[src/rtl/fsm_if.sv]
// Status-lamp / relay controller pin bundle: qualified fault in, lamp and relay drive out.
interface fsm_if;
  logic true_fault;
  logic light;
  logic relay_driver;

  modport master (output true_fault, input light, input relay_driver);
  modport slave  (input true_fault, output light, output relay_driver);
endinterface

[src/rtl/fsm.sv]
// Health-indicator controller: lamp test, healthy, blinking fault, timed hold before recovery.
// Define FSM_LATCH_FAULT_EN to latch a fault until reset instead of recovering through HOLD.
//
// state     | meaning
// LAMP_TEST | lamp on, relay tripped, after reset release
// HEALTHY   | lamp on, relay energised
// FAULT     | lamp blinking, relay tripped
// HOLD      | lamp off, relay tripped, waiting for fault-free cycles
module fsm #(
  parameter int LAMP_TEST_CYCLES = 2,
  parameter int HOLD_CYCLES      = 4,
  parameter int BLINK_HALF       = 2
) (
  input  logic  clk,
  input  logic  reset,
  fsm_if.slave  io
);

  localparam int MAX_P = (LAMP_TEST_CYCLES > HOLD_CYCLES) ?
                         ((LAMP_TEST_CYCLES > BLINK_HALF) ? LAMP_TEST_CYCLES : BLINK_HALF) :
                         ((HOLD_CYCLES > BLINK_HALF) ? HOLD_CYCLES : BLINK_HALF);
  localparam int CW = $clog2(MAX_P) + 1;

  localparam logic [CW-1:0] LT_END    = CW'(LAMP_TEST_CYCLES - 1);
  localparam logic [CW-1:0] HOLD_END  = CW'(HOLD_CYCLES - 1);
  localparam logic [CW-1:0] BLINK_END = CW'(BLINK_HALF - 1);

  localparam logic [1:0] LAMP_TEST = 2'd0;
  localparam logic [1:0] HEALTHY   = 2'd1;
  localparam logic [1:0] FAULT     = 2'd2;
  localparam logic [1:0] HOLD      = 2'd3;

`ifdef FSM_LATCH_FAULT_EN
  localparam bit LATCH_FAULT = 1'b1;
`else
  localparam bit LATCH_FAULT = 1'b0;
`endif

  logic          flt_m, flt_s;
  logic [1:0]    state, state_nx;
  logic [CW-1:0] cnt, cnt_nx;
  logic          blink, blink_nx;
  logic          light_dec, relay_dec;

  always_ff @(posedge clk or negedge reset) begin
    if (!reset) begin
      flt_m <= 1'b0;
      flt_s <= 1'b0;
    end else begin
      flt_m <= io.true_fault;
      flt_s <= flt_m;
    end
  end

  always_comb begin
    state_nx = state;
    cnt_nx   = cnt;
    blink_nx = blink;
    case (state)
      LAMP_TEST: begin
        if (cnt == LT_END) begin
          state_nx = flt_s ? FAULT : HEALTHY;
          cnt_nx   = '0;
          blink_nx = 1'b0;
        end else begin
          cnt_nx = cnt + CW'(1);
        end
      end
      HEALTHY: begin
        if (flt_s) begin
          state_nx = FAULT;
          cnt_nx   = '0;
          blink_nx = 1'b0;
        end
      end
      FAULT: begin
        if (!flt_s && !LATCH_FAULT) begin
          state_nx = HOLD;
          cnt_nx   = '0;
        end else if (cnt == BLINK_END) begin
          cnt_nx   = '0;
          blink_nx = ~blink;
        end else begin
          cnt_nx = cnt + CW'(1);
        end
      end
      HOLD: begin
        // a returning fault wins even on the expiry cycle
        if (flt_s) begin
          state_nx = FAULT;
          cnt_nx   = '0;
          blink_nx = 1'b0;
        end else if (cnt == HOLD_END) begin
          state_nx = HEALTHY;
          cnt_nx   = '0;
        end else begin
          cnt_nx = cnt + CW'(1);
        end
      end
      default: begin
        state_nx = LAMP_TEST;
        cnt_nx   = '0;
        blink_nx = 1'b0;
      end
    endcase
  end

  always_ff @(posedge clk or negedge reset) begin
    if (!reset) begin
      state <= LAMP_TEST;
      cnt   <= '0;
      blink <= 1'b0;
    end else begin
      state <= state_nx;
      cnt   <= cnt_nx;
      blink <= blink_nx;
    end
  end

  always_comb begin
    light_dec = 1'b0;
    relay_dec = 1'b0;
    case (state)
      LAMP_TEST: light_dec = 1'b1;
      HEALTHY: begin
        light_dec = 1'b1;
        relay_dec = 1'b1;
      end
      FAULT:   light_dec = blink;
      default: light_dec = 1'b0;
    endcase
  end

  // both pads are forced dark/tripped for as long as reset is held
  assign io.light        = reset & light_dec;
  assign io.relay_driver = reset & relay_dec;

endmodule

[src/flat_wrapper.sv]
// flat-port wrapper written by rule: the top's interface ports become plain ports
module fsm_flat 
#(
  parameter int LAMP_TEST_CYCLES = 2,
  parameter int HOLD_CYCLES      = 4,
  parameter int BLINK_HALF       = 2
)
  (clk, reset, io_true_fault, io_light, io_relay_driver);
  fsm_if io_i ();
  input  logic clk;
  input  logic reset;
  input wire logic [$bits(io_i.true_fault)-1:0] io_true_fault;
  output wire logic [$bits(io_i.light)-1:0] io_light;
  output wire logic [$bits(io_i.relay_driver)-1:0] io_relay_driver;
  assign io_i.true_fault = io_true_fault;
  assign io_light = io_i.light;
  assign io_relay_driver = io_i.relay_driver;
  fsm #(.LAMP_TEST_CYCLES(LAMP_TEST_CYCLES), .HOLD_CYCLES(HOLD_CYCLES), .BLINK_HALF(BLINK_HALF)) u_core (.clk(clk), .reset(reset), .io(io_i));
endmodule
[config.mk]
export PLATFORM = sky130hd
export DESIGN_NAME = fsm_flat
export DESIGN_NICKNAME = d
export VERILOG_FILES = /design/src/rtl/fsm_if.sv /design/src/rtl/fsm.sv /design/src/flat_wrapper.sv
export SDC_FILE = /design/constraint.sdc
export NUM_CORES = 1
export LEC_CHECK = 0
export CAP_MARGIN = 20
export CORE_UTILIZATION = 25
export DETAILED_ROUTE_END_ITERATION = 8
export PLACE_DENSITY = 0.43
export SLEW_MARGIN = 10
export SYNTH_ARGS = -nofsm -noshare
export SYNTH_HDL_FRONTEND = slang
export SYNTH_SLANG_ARGS = --single-unit
[constraint.sdc]
create_clock -name clk -period 2.15 [get_ports clk]
set_clock_uncertainty 0.05 [all_clocks]
set_input_delay 0.645 -clock clk [delete_from_list [all_inputs] [get_ports clk]]
set_output_delay 0.645 -clock clk [all_outputs]
set_load 0.005 [all_outputs]
# Word level (Yosys, flattened, before mapping)
# Index checks and enable logic that the tools add are counted.
dict set report classes {
  n_bitwise 3
  eq_ne 12
  reduce_logical 5
  n_mux 20
  addsub 1
}
# cell count
set op_table {}
lappend op_table {{3-bit 2-to-1 mux} 5}
lappend op_table {{2-bit 2-to-1 mux} 6}
lappend op_table {{3-bit case mux with 4 select lines} 1}
lappend op_table {{2-bit by 1-bit != test with 1-bit output, second input constant} 5}
lappend op_table {{2-bit case mux with 4 select lines} 1}
lappend op_table {{4-bit AND reduction} 2}
lappend op_table {{1-bit 2-to-1 mux} 5}
lappend op_table {{2-bit == test, second input constant} 2}
lappend op_table {{2-bit OR reduction} 2}
lappend op_table {{3-bit by 1-bit adder with 3-bit output, second input constant} 1}
lappend op_table {{3-bit by 1-bit == test with 1-bit output, second input constant} 1}
lappend op_table {{3-bit by 2-bit == test with 1-bit output, second input constant} 1}
lappend op_table {{3-bit by 1-bit != test with 1-bit output, second input constant} 1}
lappend op_table {{1-bit case mux with 3 select lines} 1}
lappend op_table {{1-bit bitwise AND} 2}
lappend op_table {{2-bit by 1-bit == test with 1-bit output, second input constant} 1}
lappend op_table {{2-bit logical NOT} 1}
lappend op_table {{2-bit != test, second input constant} 1}
lappend op_table {{1-bit case mux with 2 select lines} 1}
lappend op_table {{1-bit NOT} 1}
dict set report word_totals {
  out_inout_bits 2
  register_bits 8
  word_cells 46
  in_bits 3
}

# Logic depth before layout (Yosys ltp)
# Gate-level depths: netlist of the first run.
dict set report depth {
  depth_word 4
  mapped_depth 6
  mapped_depth_nobuf 6
}

# Worst setup path after synthesis of the first run
# OpenSTA, ideal clock, no wires.
dict set report synth_timing {
  path_kind {reg-to-output}
  start {register u_core.state[0]}
  end {output io_light}
  path_stages_with_launch 5
  t_arrival_ns 1.014
  path_slack_ns 0.441
  t_required_ns 1.455
  n_path_buf 0
  cell_sequence {dfrtp_1 inv_1 ha_1 a211oi_1 nor3b_1}
}
dict set report synth_between {
  elab_chain_len 4
  word_cells_on_any_way 6
  classes_between {2 x eq/ne; 1 x mux; 1 x bitwise; 2 x reduce/logical}
}
# element line
set synth_rtl {}
lappend synth_rtl {{start: declaration} fsm.sv:40} ;# logic [1:0] state, state_nx;
lappend synth_rtl {{start signal: assignment} fsm.sv:114} ;# state <= state_nx;
lappend synth_rtl {{2-bit by 1-bit == test with 1-bit output / 2-bit logical NOT (equally long branches)} fsm.sv:123} ;# case (state)
lappend synth_rtl {{2-bit OR reduction (no line)} --}
lappend synth_rtl {{1-bit case mux with 2 select lines (*)} fsm.sv:123}
lappend synth_rtl {{1-bit bitwise AND (*)} fsm.sv:135} ;# assign io.light = reset & light_dec;
lappend synth_rtl {{end: declaration} flat_wrapper.sv:13} ;# output wire logic [$bits(io_i.light)-1:0] io_light;
# Mark *: on every way between the ends. The rest lies on a longest branch, timed or not.

# Worst setup path in the final report of the first run
dict set report layout_timing {
  start {register u_core.state[0]}
  end {output io_relay_driver}
}
dict set report layout_between {
  elab_chain_len 3
}
# element line
set layout_rtl {}
lappend layout_rtl {{2-bit by 1-bit == test with 1-bit output} fsm.sv:123}
lappend layout_rtl {{1-bit 2-to-1 mux} fsm.sv:123}
lappend layout_rtl {{1-bit bitwise AND} fsm.sv:136} ;# assign io.relay_driver = reset & relay_dec;
lappend layout_rtl {{end: declaration} flat_wrapper.sv:14} ;# output wire logic [$bits(io_i.relay_driver)-1:0] io_relay_driver;
# Every way passes these cells.

==> run_results.csv, run 1 <==
group,metric,value,unit
critical_path,crit_arrival,1.36,ns
synth,synth-xor-area-share,0,%
sta,rsz0062_at_grt,"no",
synth,synth_fa_ha_area_share,20.3,%
placed_design,io_buffers,4,
clock_tree,cts_sinks,8,
clock_tree,h-tree-depth,1,
synth,synth.area.top_cells,"dfrtp_1 (36%), ha_1 (20%), a2111oi_4 (5.0%)",
synth,ys_seq_area_share,36.1,%
drt,first_iter_violations,0,
synth,async_flop_share,100,%
clock_tree,clk_path_buf_depth,2,
synth,synth_top_family_by_area,"adder cells",
critical_path,required,1.45,ns
synth,synth_nets,63,
layout,flow.area_growth_from_synthesis,34.8,%
grt,grt.total_usage,10.3,%
sta,tightest_slew,0.454,ns
critical_path,reg2reg_slack,0.29,ns
synth,yosysMostFrequentCell,"ha_1",
layout,final_nets,82,
power_and_ir_drop,cellPowerDensity,1150,mW/mm2
sta,maxSlewHeadroom,69.6,%
critical_path,slowest_stage,"dfrtp_2",
critical_path,slowest_delay,0.45,ns
critical_path,r2r_end,"u_core.state[1]$_DFFE_PN0P_",
critical_path,reg2regPathDepth,6,
synth,synth_ff_type,"dfrtp_1",
sta,fin_crit_sh,95.7,%
critical_path,cp-end-kind,"primary output",
critical_path,setup.worst_path.class,"reg -> out",
hold_path,min-delay-start,"u_core.flt_m$_DFF_PN0_",
drt,drc,0,
grt,antenna_found_initial,0,
layout,layout-drive-gt1-share,42.6,%
drt,first_pass_iters,1,
drt,via_per_inst,4.31,
synth,synth_edf_count,0,
critical_path,worst_path_dominant_cell_family,"flip-flops",
critical_path,crit_path_start,"u_core.state[0]$_DFFE_PN0P_",
drt,ant_nets,0,
drt,routed_wl,1040,um
synth,yosys_warnings,0,
synth,netlist_instances,51,
synth,synth_simple_gate_area_share,17.6,%
run_status,outcome,"completed",
grt,grt_first_pass_wirelength,1860,um
power_and_ir_drop,p_leak,0.000335,uW
critical_path,crit_chain,"ha_4, buf_4, and2_1, dlygate4sd2_1",
clock_tree,cts_root_buffer,"clkbuf_4",
sta,period_minus_slack,2.06,ns
hold_path,hold_end,"u_core.flt_s$_DFF_PN0_",
synth,synthTopCellsByCount,"ha_1 (9), dfrtp_1 (8), inv_1 (5), nand2_1 (3), nor2_1 (3)",
synth,ys_ff_latch,8,
sta,fin_tns_setup,0,ns
clock_tree,path_clk_slew,0.06,ns
synth,synth_cell_types,25,
sta,fmax,486,MHz
drt,wl_per_cell,11.0,um
clock_tree,cts_tree,"done",
power_and_ir_drop,total_power,858,uW
sta,finalSetupViolCount,0,
sta,hold_viol_final,0,
hold_path,min_path_type,"reg -> reg",
die,start_util,27.4,%
clock_tree,clk_latency,0.25,ns
clock_tree,cts_buffers,3,
layout,final_area,747,um2
placed_design,dp_hpwl,809,um
die,die-area,0.00241,mm2
clock_tree,postCtsHoldBufs,0,
critical_path,r2r-start,"u_core.state[1]$_DFFE_PN0P_",
die,core-area,0.00202,mm2
synth,synthesis.area,554,um2
placed_design,place_congestion,0.681,
power_and_ir_drop,peakVddDrop,0.555,mV
synth,yosys.area.top_type,"dfrtp_1",
critical_path,cp-start-kind,"flop",
drt,vias,409,
grt,grt_max_degree,9,
synth,synthMuxAreaShare,4.51,%
synth,yosys.area.top_type_share,36.1,%
synth,synth-compound-area-share,18.1,%
sta,holdWs,0.308,ns
synth,avgSynthCellArea,10.9,um2
flow_run,cap_violations,0,
critical_path,critical_path_buf_inv_count,2,
grt,grt_pass1_vias,423,
grt,overflow,0,
sta,drv_slew,0,
die,dieWidth,49.1,um
die,rows,16,
critical_path,critPathMaxFanout,4,
die,die_h,49.1,um
die,pin_count,5,
hold_path,hold_depth,0,
layout,diodes,0,
placed_design,place_area,681,um2
metal layers:
layer | vias to the layer above | GRT usage, % | wire length, um
li1 | 213 | - | -
met1 | 193 | 13.0 | 531
met2 | 3 | 16.2 | 489
met3 | 0 | 2.80 | 23
met4 | 0 | 4.41 | 0
met5 | - | 0 | 0
logic make-up after synthesis:
kind of cell | after synthesis
AOI/OAI and AO/OA | 11
adders and majority gates | 9
buffers and inverters | 5
DFF | 8
muxes | 2
and+or+nand+nor | 16
power breakdown:
group	internal, uW	switching, uW
Clock	64.1	53.5
Combinational	282	223
Sequential	192	42.8
Total	539	319
sequential cells by signal (all words and copies together) (netlist names):
signal / flops
u_core.flt_m: 1
u_core.blink: 1
u_core.state: 2
u_core.cnt: 3
u_core.flt_s: 1
through the flow:
step / utilization, % / setup slack (ns) / cells
after CTS: 37.0 / -0.0647 / 95
final: 36.9 / 0.0930 / 95
after detailed placement: 33.7 / -0.435 / 89
after floorplan: - / 0.441 / 51
after global placement: 33.7 / -0.433 / 89
after global routing: 36.9 / 0.00986 / 95
how the worst max path moves through the flow:
| stage | cells past startpoint | end | slack, ns |
|---|---|---|---|
| final | 4 | io_relay_driver | 0.09 |
| after global placement | 3 | io_light | -0.43 |
| after floorplan | 4 | io_light | 0.44 |
| after detailed placement | 3 | io_light | -0.43 |
| after global routing | 5 | io_light | 0.01 |
| after CTS | 5 | io_light | -0.06 |
cells in the final DEF (no fill, tap or decap), drive strengths merged:
master,count
nand4bb,1
buf,10
o21a,1
o2bb2ai,1
nand2b,1
nor2,3
inv,5
o31ai,2
nor2b,1
a2111oi,1
o21bai,1
dlygate4sd2,2
a21oi,1
nand2,3
a21boi,1
or2,2
o21ai,1
mux2,1
nor3b,2
clkbuf,4
a211oi,1
nor3,1
a22o,1
clkdlybuf4s50,1
and2,2
ha,9
mux2i,1
dfrtp,8
area by class of cell:
cell class	count	area [um2]
inverter	5	18.8
sequential	8	201
clock buffer	3	22.5
tap	27	33.8
fill	201	1270
timing repair buffer	14	108
multi-input combinational	38	363
what timing repair did:
action	in CTS	in global routing
resized for setup	11	3
pin swaps	0	1
setup endpoints to repair	2	1
setup buffers	3	0
No activity file was read; power rests on OpenSTA's default activity.
==> run 2, diff against run 1 <==
--- a/config.mk
+++ b/config.mk
@@ -6,6 +6,7 @@
 export NUM_CORES = 1
 export LEC_CHECK = 0
 export CAP_MARGIN = 20
+export CORE_MARGIN = 2
 export CORE_UTILIZATION = 25
 export DETAILED_ROUTE_END_ITERATION = 8
 export PLACE_DENSITY = 0.43
==> run 2 against run 1 <==
  * Sequential cell count stayed put
  * Via count is 3.2% higher
  * Register-to-register slack worse by 0.07 ns
  * Global-route usage is 0.21 points higher
  * Clock power is 4% lower
  * Critical path depth is 1 higher
  * Hold slack worse by 0.0060 ns
  * Wire length is 5.0% higher
  * Maximum frequency is 0.59% higher
  * First-iteration DRC count stayed put
  * Cell count is 2.1% higher
  * Largest power group unchanged
  * Highest routed layer unchanged
==> run_results.csv, run 2 (synthesis gave the netlist of run 1 again) <==
group,metric,value,unit
layout,fillers,225,
clock_tree,cts_root_buffer,"clkbuf_4",
clock_tree,cts_buffers,3,
layout,final_area,752,um2
clock_tree,path_clk_slew,0.06,ns
layout,layout_commonest_cell,"buf_4",
sta,hold_viol_final,0,
clock_tree,clk_path_buf_depth,2,
drt,via_per_inst,4.35,
sta,drv_slew,0,
die,pin_count,5,
layout,final_nets,83,
critical_path,cp-end-kind,"primary output",
sta,fmax,489,MHz
drt,drc,0,
layout,fin_util,35.0,%
sta,maxSlewHeadroom,64.4,%
sta,setup_slack,0.105,ns
clock_tree,cts_sinks,8,
sta,tightest_slew,0.532,ns
layout,fin_cells,97,
die,rows,17,
die,die-area,0.00261,mm2
clock_tree,h-tree-depth,1,
placed_design,dp_cells,89,
sta,fin_crit_sh,95.1,%
drt,first_iter_violations,0,
die,dieWidth,51.1,um
layout,largest_register_ffs,3,
grt,grt.total_usage,10.5,%
grt,grt_first_pass_wirelength,2010,um
grt,antenna_found_initial,0,
placed_design,dp_hpwl,821,um
run_status,outcome,"completed",
die,core-area,0.00215,mm2
die,die_h,51.1,um
sta,period_minus_slack,2.04,ns
sta,rsz0062_at_grt,"no",
clock_tree,clk_latency,0.25,ns
power_and_ir_drop,peakVddDrop,0.442,mV
critical_path,crit_arrival,1.35,ns
layout,reg_top3,"u_core.cnt x3, u_core.state x2",
grt,overflow,0,
clock_tree,cts_tree,"done",
placed_design,place_area,674,um2
layout,layout-drive-gt1-share,44.9,%
layout,largest_register,"u_core.cnt",
critical_path,required,1.45,ns
layout,diodes,0,
drt,first_pass_iters,1,
sta,finalSetupViolCount,0,
drt,routed_wl,1100,um
die,start_util,25.8,%
drt,vias,422,
placed_design,pre_cts_slack,-0.440,ns
critical_path,setup.worst_path.class,"reg -> out",
drt,ant_nets,0,
hold_path,min_path_type,"reg -> reg",
power_and_ir_drop,p_leak,0.000336,uW
layout,flow.area_growth_from_synthesis,35.7,%
drt,wl_per_cell,11.3,um
placed_design,io_buffers,4,
flow_run,cap_violations,0,
layout,seqCellArea,201,um2
grt,grt_pass1_vias,433,
critical_path,critPathMaxFanout,3,
power_and_ir_drop,cellPowerDensity,1140,mW/mm2
placed_design,place_congestion,0.629,
layout,multi_input_area,363,um2
grt,grt_max_degree,9,
layout,final_cell_mix,"buf_4 (11), dfrtp_1 (7), ha_1 (6)",
critical_path,cp-start-kind,"flop",
power_and_ir_drop,total_power,860,uW
-- run 2: repair_timing --
item | CTS | global route
buffers inserted | 4 | 1
endpoints found under the setup margin | 2 | 1
hold buffers | 0 | 0
resized for setup | 12 | 4
endpoints found under the hold margin | 0 | 0
-- run 2: power breakdown --
part           leakage [uW]  total, uW  internal, uW  switching (uW)
Combinational      0.000224        520           284             236
Sequential        0.0000981        227           193            34.4
Clock             0.0000138        113          63.8            49.4
-- run 2: worst max-delay path: stages, from the launching register on --
cell and delay (ns):
dfrtp_2 0.42, buf_4 0.15, ha_4 0.15, a211oi_2 0.21, nor3b_2 0.06, clkbuf_2 0.11
-- run 2: worst paths after layout --
path                            slack, ns  cells after the start                          end                   startpoint
worst min register to register       0.30                      0       u_core.flt_s$_DFF_PN0_       u_core.flt_m$_DFF_PN0_
worst max register to register       0.22                      6  u_core.state[1]$_DFFE_PN0P_  u_core.state[0]$_DFFE_PN0P_
worst max-delay path                 0.11                      5                     io_light  u_core.state[0]$_DFFE_PN0P_
worst min-delay path                 0.30                      0       u_core.flt_s$_DFF_PN0_       u_core.flt_m$_DFF_PN0_
max in group asynchronous            1.47                      2    u_core.cnt[2]$_DFFE_PN0N_                        reset
min in group asynchronous            0.41                      2  u_core.state[0]$_DFFE_PN0P_                        reset
-- run 2: per-stage QoR --
stage	setup TNS, ns	hold WS, ns
after floorplan	0	0.281
after global placement	-0.751	0.286
after detailed placement	-0.791	0.289
after CTS	-0.0463	0.308
after global routing	0	0.328
final	0	0.302
-- run 2: metal layers --
metal	share of wire, %	vias to the layer above	track usage, %
li1	-	220	-
met1	46	197	13.0
met2	51	5	17.3
met3	3.1	0	1.75
met4	0	0	5.41
met5	0	-	0
-- run 2: cell type report --
class,instances,share of cell area [%]
inverters,5,2.50
flip-flops and latches,8,26.8
clock buffers,3,3.00
well taps,28,4.66
repair buffers,15,14.8
multi-input cells,38,48.3
==> RTL change (settings of run 2) <==
`BLINK_HALF` is set to 2 in 2 places; all go to 4.
--- a/src/rtl/fsm.sv
+++ b/src/rtl/fsm.sv
@@ -9,7 +9,7 @@
 module fsm #(
   parameter int LAMP_TEST_CYCLES = 2,
   parameter int HOLD_CYCLES      = 4,
-  parameter int BLINK_HALF       = 2
+  parameter int BLINK_HALF       = 4
 ) (
   input  logic  clk,
   input  logic  reset,
--- a/src/flat_wrapper.sv
+++ b/src/flat_wrapper.sv
@@ -3,7 +3,7 @@
 #(
   parameter int LAMP_TEST_CYCLES = 2,
   parameter int HOLD_CYCLES      = 4,
-  parameter int BLINK_HALF       = 2
+  parameter int BLINK_HALF       = 4
 )
   (clk, reset, io_true_fault, io_light, io_relay_driver);
   fsm_if io_i ();
Check against the original RTL: not equivalent (a bounded check fails within 10 cycles, from zero or initial values and one cycle with reset low).
==> RTL change against run 2 <==
- cell count increased by 6.2%
- sequential share of layout area fell by 1.7 points
- die area up 4.2%
- synthesized area is 4.5% higher
- routed wire length increased by 3.4%
- power is 9.7% higher
- sequential cell count did not move
- setup slack got worse by 0.019 ns
- final area grew 6.3%
- synthesized cell count grew 5.9%
- critical endpoint unchanged
==> RTL change: results (changes against run 2) <==
status: finished, final reports clean
global-route usage over all layers: 10.5% (about the same)
Syn Nets: 66 (+4.8%)
H-tree depth: 1 (unchanged)
GP Congestion: 0.749 (+19%)
Cell Int Power: 0.594 mW (+10%)
Reg2Reg Setup Slack: 0.24 ns (+0.02 ns)
Synth top cells by count: 9 x ha_1, 8 x dfrtp_1, 7 x inv_1
Final #Nets: 89 (+7.2%)
n_diodes: 0 (unchanged)
layout cells sized above 1: 42.7% (-2.3 points)
fmax: 484 MHz (-0.94%)
vias after detailed routing: 454 (+7.6%)
first-pass GRT wire length: 2.09 mm (+4.1%)
post-synth cell types: 27 (+8.0%)
sequential fraction of the synthesis area: 34.6% (-1.6 points)
Worst Path Arrival: 1.37 ns (+0.02 ns)
Static Leak: 0.390 nW (+16%)
placed cells: 96 (+7.9%)
Slew @ Worst Pin: 0.343 ns (-0.189 ns)
maximum VDD drop: 0.000500 V (+13%)
crit-path max cell delay: 0.40 ns (-0.02 ns)
Mapped Cells: 54 (+5.9%)
Critical-path top delay cell: dfrtp_1
Total Routed Length: 1.13 mm (+3.4%)
largest cells by area after synthesis: dfrtp_1 35%, ha_1 19%, a2111oi_4 4.8%
First DRT Iteration DRCs: 2 (+2)
vias in the first global route: 481 (+11%)
Setup WS pre-CTS: -0.436 ns (+0.00417 ns)
hpwl dp: 895 µm (+9.0%)
drt via density: 4.41 (+1.3%)
drt pass-1 iters: 2 (+1)
placed cell areas: 729 µm² (+8.2%)
Filler cells: 218 (-3.1%)
[RTL change: through the flow]
step	hold WS (ns)	utilization (%)
final	0.312	36.5
after global routing	0.330	36.5
after CTS	0.325	35.9
after detailed placement	0.313	33.3
after global placement	0.303	33.3
after floorplan	0.281	-
[RTL change: cells by family after synthesis]
group,Yosys count,share of synthesized area (%)
and+or+nand+nor,16,18.1
adders and majority gates,9,19.4
AOI/OAI and AO/OA,11,17.1
muxes,3,6.26
buffers and inverters,7,4.54
DFF,8,34.6
[RTL change: power groups by stage]
stage	registers, mW	logic [mW]	clock network [mW]
after detailed placement	0.237	0.527	0
final	0.235	0.598	0.112
after global placement	0.239	0.537	0
after floorplan	0.230	0.344	0
after global routing	0.243	0.664	0.128
after CTS	0.239	0.572	0.118
[RTL change: worst register-to-register path, stage by stage (launching register included)]
cell	delay, ns
dfrtp_1	0.38
inv_2	0.05
buf_4	0.13
ha_4	0.15
buf_4	0.14
nor2b_2	0.20
a2111oi_4	0.36
mux2_4	0.34
[RTL change: cell type report]
cell class	instances	share of cell area [%]
Multi-Input combinational cell	39	47.3
Sequential cell	8	25.0
Timing Repair Buffer	18	17.2
Tap cell	28	4.38
Inverter	7	3.29
Clock buffer	3	2.82
[RTL change: worst paths after layout]
kind                                 startpoint         endpoint  cells after the start
worst max-delay path            u_core.state[1]         io_light                      5
worst min-delay path               u_core.flt_m     u_core.flt_s                      0
worst max register to register  u_core.state[1]  u_core.state[1]                      7
worst min register to register     u_core.flt_m     u_core.flt_s                      0
max in group asynchronous                 reset     u_core.flt_s                      2
min in group asynchronous                 reset  u_core.state[0]                      2
[RTL change: layer usage]
metal  track usage, %  share of wire (%)  vias to the layer above
met5                0                  0                        -
met4             5.13                  0                        0
met3            0.862                1.1                        0
met2             17.5                 50                        3
met1             13.5                 49                      220
li1                 -                  -                      231
[RTL change: what timing repair did]
item | in CTS | in global routing
hold buffers | 0 | 0
setup endpoints to repair | 2 | 1
hold endpoints to repair | 0 | 0
pin swaps | 0 | 1
buffers inserted | 2 | 2
gates resized for setup | 9 | 6
